## src/rtl/pipe_ready.sv

```systemverilog
// Ready-path register slice with a one-beat skid buffer: 0-cycle latency when empty, 1 when skidded.
// ready_up comes straight from a flop; a stalled accepted beat parks in the skid register.
module pipe_ready #(
    parameter int DATA_W = 3,
    parameter int CNT_W  = 8
) (
    input  logic              sys_clk,
    input  logic              rst_n,
    input  logic              valid_up,
    input  logic [DATA_W-1:0] data_up,
    output logic              ready_up,
    output logic              valid_middle,
    output logic [DATA_W-1:0] data_middle,
    input  logic              ready_middle,
    output logic              skid_full,
    output logic [CNT_W-1:0]  xfer_cnt
);

    typedef enum logic {PASS = 1'b0, FULL = 1'b1} state_t;

    state_t             state_q, state_d;
    logic [DATA_W-1:0]  skid_q, skid_d;
    logic [CNT_W-1:0]   cnt_q, cnt_d;
    logic               ready_q;
    logic               up_hs;
    logic               dn_hs;

    always_comb begin
        up_hs   = valid_up && ready_q;
        state_d = state_q;
        skid_d  = skid_q;
        if (state_q == FULL) begin
            valid_middle = 1'b1;
            data_middle  = skid_q;
            if (ready_middle) state_d = PASS;
        end else begin
            valid_middle = up_hs;
            data_middle  = data_up;
            // An accepted beat that downstream refuses must be parked this edge.
            if (up_hs && !ready_middle) begin
                state_d = FULL;
                skid_d  = data_up;
            end
        end
        dn_hs = valid_middle && ready_middle;
        cnt_d = cnt_q + {{(CNT_W-1){1'b0}}, dn_hs};
    end

    always_ff @(posedge sys_clk or negedge rst_n) begin
        if (!rst_n) begin
            state_q <= PASS;
            skid_q  <= '0;
            ready_q <= 1'b0;
            cnt_q   <= '0;
        end else begin
            state_q <= state_d;
            skid_q  <= skid_d;
            ready_q <= (state_d == PASS);
            cnt_q   <= cnt_d;
        end
    end

    assign ready_up  = ready_q;
    assign skid_full = (state_q == FULL);
    assign xfer_cnt  = cnt_q;

endmodule

```

## config.mk

```make
export PLATFORM = sky130hd
export DESIGN_NAME = pipe_ready
export DESIGN_NICKNAME = d
export VERILOG_FILES = /design/src/rtl/pipe_ready.sv
export SDC_FILE = /design/constraint.sdc
export NUM_CORES = 1
export LEC_CHECK = 0
export CAP_MARGIN = 15
export CORE_AREA = 2 2 48 50
export DETAILED_ROUTE_END_ITERATION = 12
export DIE_AREA = 0 0 50 52
export HOLD_SLACK_MARGIN = 0.06
export PLACE_DENSITY = 0.54
export REMOVE_ABC_BUFFERS = 1
export SLEW_MARGIN = 20
export SYNTH_ARGS = -nofsm -noshare
export SYNTH_HDL_FRONTEND = slang
export SYNTH_SLANG_ARGS = --single-unit
```

## constraint.sdc

```tcl
create_clock -name sys_clk -period 2.1 [get_ports sys_clk]
set_clock_uncertainty 0.05 [all_clocks]
set_input_delay 0.315 -clock sys_clk [delete_from_list [all_inputs] [get_ports sys_clk]]
set_output_delay 0.315 -clock sys_clk [all_outputs]
set_load 0.01 [all_outputs]
```

==> metrics.txt <==
worst rel slew slack 0.607; post-synthesis simple-gate area fraction 0.133; maxcap violations 0; initial antenna violation count 0; largest net degree at the start of global routing 14; PwrDens 1000 mW/mm²; first-pass GRT wire length 1.76 mm; die width 50 µm; Detailed Route Iter0 Violations 1; number of routed nets with antenna violations 0; # fillers 197; setup TNS 0 ns; port buffer count 20; crit path launch type flop; Post-CTS Resized 0; die area 0.00260 mm²; Worst Path Max Fanout 6; Post CTS Setup Buffer Count 0; WL/cell 10.3 µm; EDFF count, synth 0; final core utilization 0.389; Worst R2R Path Depth 6; FP Rows 17; worst slew pin tran 0.587 ns; ranking of synthesized cells by area dfrtp_1, mux2_2, xnor2_1; Crit path arrival time 1.57 ns; CP Capture Type output pin; # H-tree levels 1; CTS tree yes; area share of fa/ha/maj cells after synthesis 0.0449; post-synthesis xor/xnor area fraction 0.0944; clk_lat worst skew 0.26 ns; cell taking the most area after synthesis dfrtp_1; Worst-path clk slew 0.08 ns; HP Class input pin to asynchronous set/reset pin; Logic pwr share 0.337; clock power share 0.182; DP Wirelength 752 µm; Seq/Total Area, Yosys 0.584; Root Driver clkbuf_4; via count 372; Hold Vio Cnt, Final 0; Num CTS Buffers 3; DR vias/cell 3.96; Most used DFF post-synth dfrtp_1; Compound-Gate Fraction of Synth Area 0.00899; aggregate routed wire length 971 µm; Power Total 0.000818 W; combinational family with the most area after synthesis simple AND/OR/NAND/NOR gates; Syn Inst Count 42; Antenna Cells 0; RSZ-0062 raised after global routing no; multiplexer share of the synthesized area 0.121; Pint 0.000571 W; peak supply drop 0.469 mV; Switching Share 0.302; Die Ht 52 µm; Total Routing Usage GR 0.0945; core area 0.00211 mm²; Starting Density 0.264; Final Max Slew Viols 0; Layout area overhead 47.0%; Synth Register Bits 13; Tcrit/Tclk final 0.920; Seq pwr share 0.481; synthesized cell area 557 µm²; Boundary Pins 21; top cells by count, synth dfrtp_1, mux2_2, nand2_1, xnor2_1, xor2_1; CP required 1.74 ns; Max clock buf depth 2; Crit Path Category flop to output pin; post-synth top area share 0.584; nets@finish 76; gr ovfl total 0; hold-fix buffers at CTS 0; synth unique cells 15; clock sink count 13; DRT Pass-1 Iters 2; Highest Clock Rate 517 MHz; most common cell in the netlist dfrtp_1; Final GP Congestion 0.663; Mapped Avg Cell Area 13.3 µm²; Yosys warnings 0; layout cells sized above 1 0.197; DRC viols 0; P_sw 0.000247 W; leakage power 0.357 nW; Final setup viols 0; Final min period 1.93 ns; outcome finished clean; vias in the first global route 384; post-synthesis async set-or-reset flop share 1.00
[kinds of logic (layout without fill, tap and decap cells)]
kind of cell | after synthesis | after routing
buffers and inverters | 2 | 26
adders and majority gates | 2 | 2
xor gates and xnor gates | 6 | 6
DFF | 13 | 13
AOI/OAI and AO/OA | 1 | 1
and+or+nand+nor | 12 | 12
muxes | 6 | 6
[stage by stage]
step | area [µm²] | std cells | setup slack (ns) | hold slack (ns)
after floorplan | 557 | 42 | 0.649 | -0.0306
after global placement | 792 | 90 | 0.218 | 0.408
after detailed placement | 792 | 90 | 0.204 | 0.415
after CTS | 818 | 94 | 0.152 | 0.388
after global routing | 818 | 94 | 0.100 | 0.408
final | 818 | 94 | 0.167 | 0.369
[layout by cell type, fill, tap and decap left out, drive strengths merged]
cell / netlist / routed
clkdlybuf4s50: 0 / 20
dfrtp: 13 / 13
mux2: 6 / 6
clkbuf: 0 / 4
nand2: 3 / 3
xor2: 3 / 3
xnor2: 3 / 3
nand3: 3 / 3
nor3: 2 / 2
inv: 2 / 2
ha: 2 / 2
a21oi: 1 / 1
nor2b: 1 / 1
and3: 1 / 1
nor2: 1 / 1
or2: 1 / 1
[power by group through the flow]
stage | Sequential, W | Combinational (W) | Clock (W)
2_1_floorplan | 0.000416 | 0.0000894 | 0
3_3_place_gp | 0.000400 | 0.000278 | 0
3_5_place_dp | 0.000401 | 0.000280 | 0
4_1_cts | 0.000396 | 0.000282 | 0.000155
5_1_grt | 0.000409 | 0.000307 | 0.000169
6_report | 0.000393 | 0.000276 | 0.000149
[worst max-delay path: stages, from the launching register on]
cell and delay (ns):
dfrtp_1 0.47, mux2_2 0.36, clkdlybuf4s50_1 0.47
[flip-flops by register name (all words and copies together), names as in the netlist]
| name | cells |
|---|---|
| ready_up | 1 |
| skid_full | 1 |
| skid_q | 3 |
| xfer_cnt | 8 |
[path summary, 6_finish.rpt]
check / from / end / slack [ns]
min reg2reg: xfer_cnt[7] / xfer_cnt[7] / 0.42
max in group asynchronous: rst_n / xfer_cnt[6] / 1.25
max: skid_full / data_middle[2] / 0.17
max reg2reg: skid_full / xfer_cnt[6] / 0.54
min: rst_n / skid_q[0] / 0.37
min in group sys_clk: xfer_cnt[7] / xfer_cnt[7] / 0.42
[metal layers]
| metal | GRT usage | part of all wire |
|---|---|---|
| met2 | 0.149 | 0.46 |
| met1 | 0.106 | 0.47 |
| met5 | 0 | 0 |
| met3 | 0.0316 | 0.053 |
| met4 | 0.0694 | 0.018 |
[layout make-up]
class / count / area [µm²] / share of cell area
clock buffer: 4 / 26.3 / 0.0321
timing repair buffer: 20 / 200 / 0.245
inverter: 2 / 7.51 / 0.00917
sequential: 13 / 325 / 0.398
tap: 28 / 35.0 / 0.0428
multi-input combinational: 27 / 224 / 0.274
Note: power is estimated with default switching activity, not from simulation.
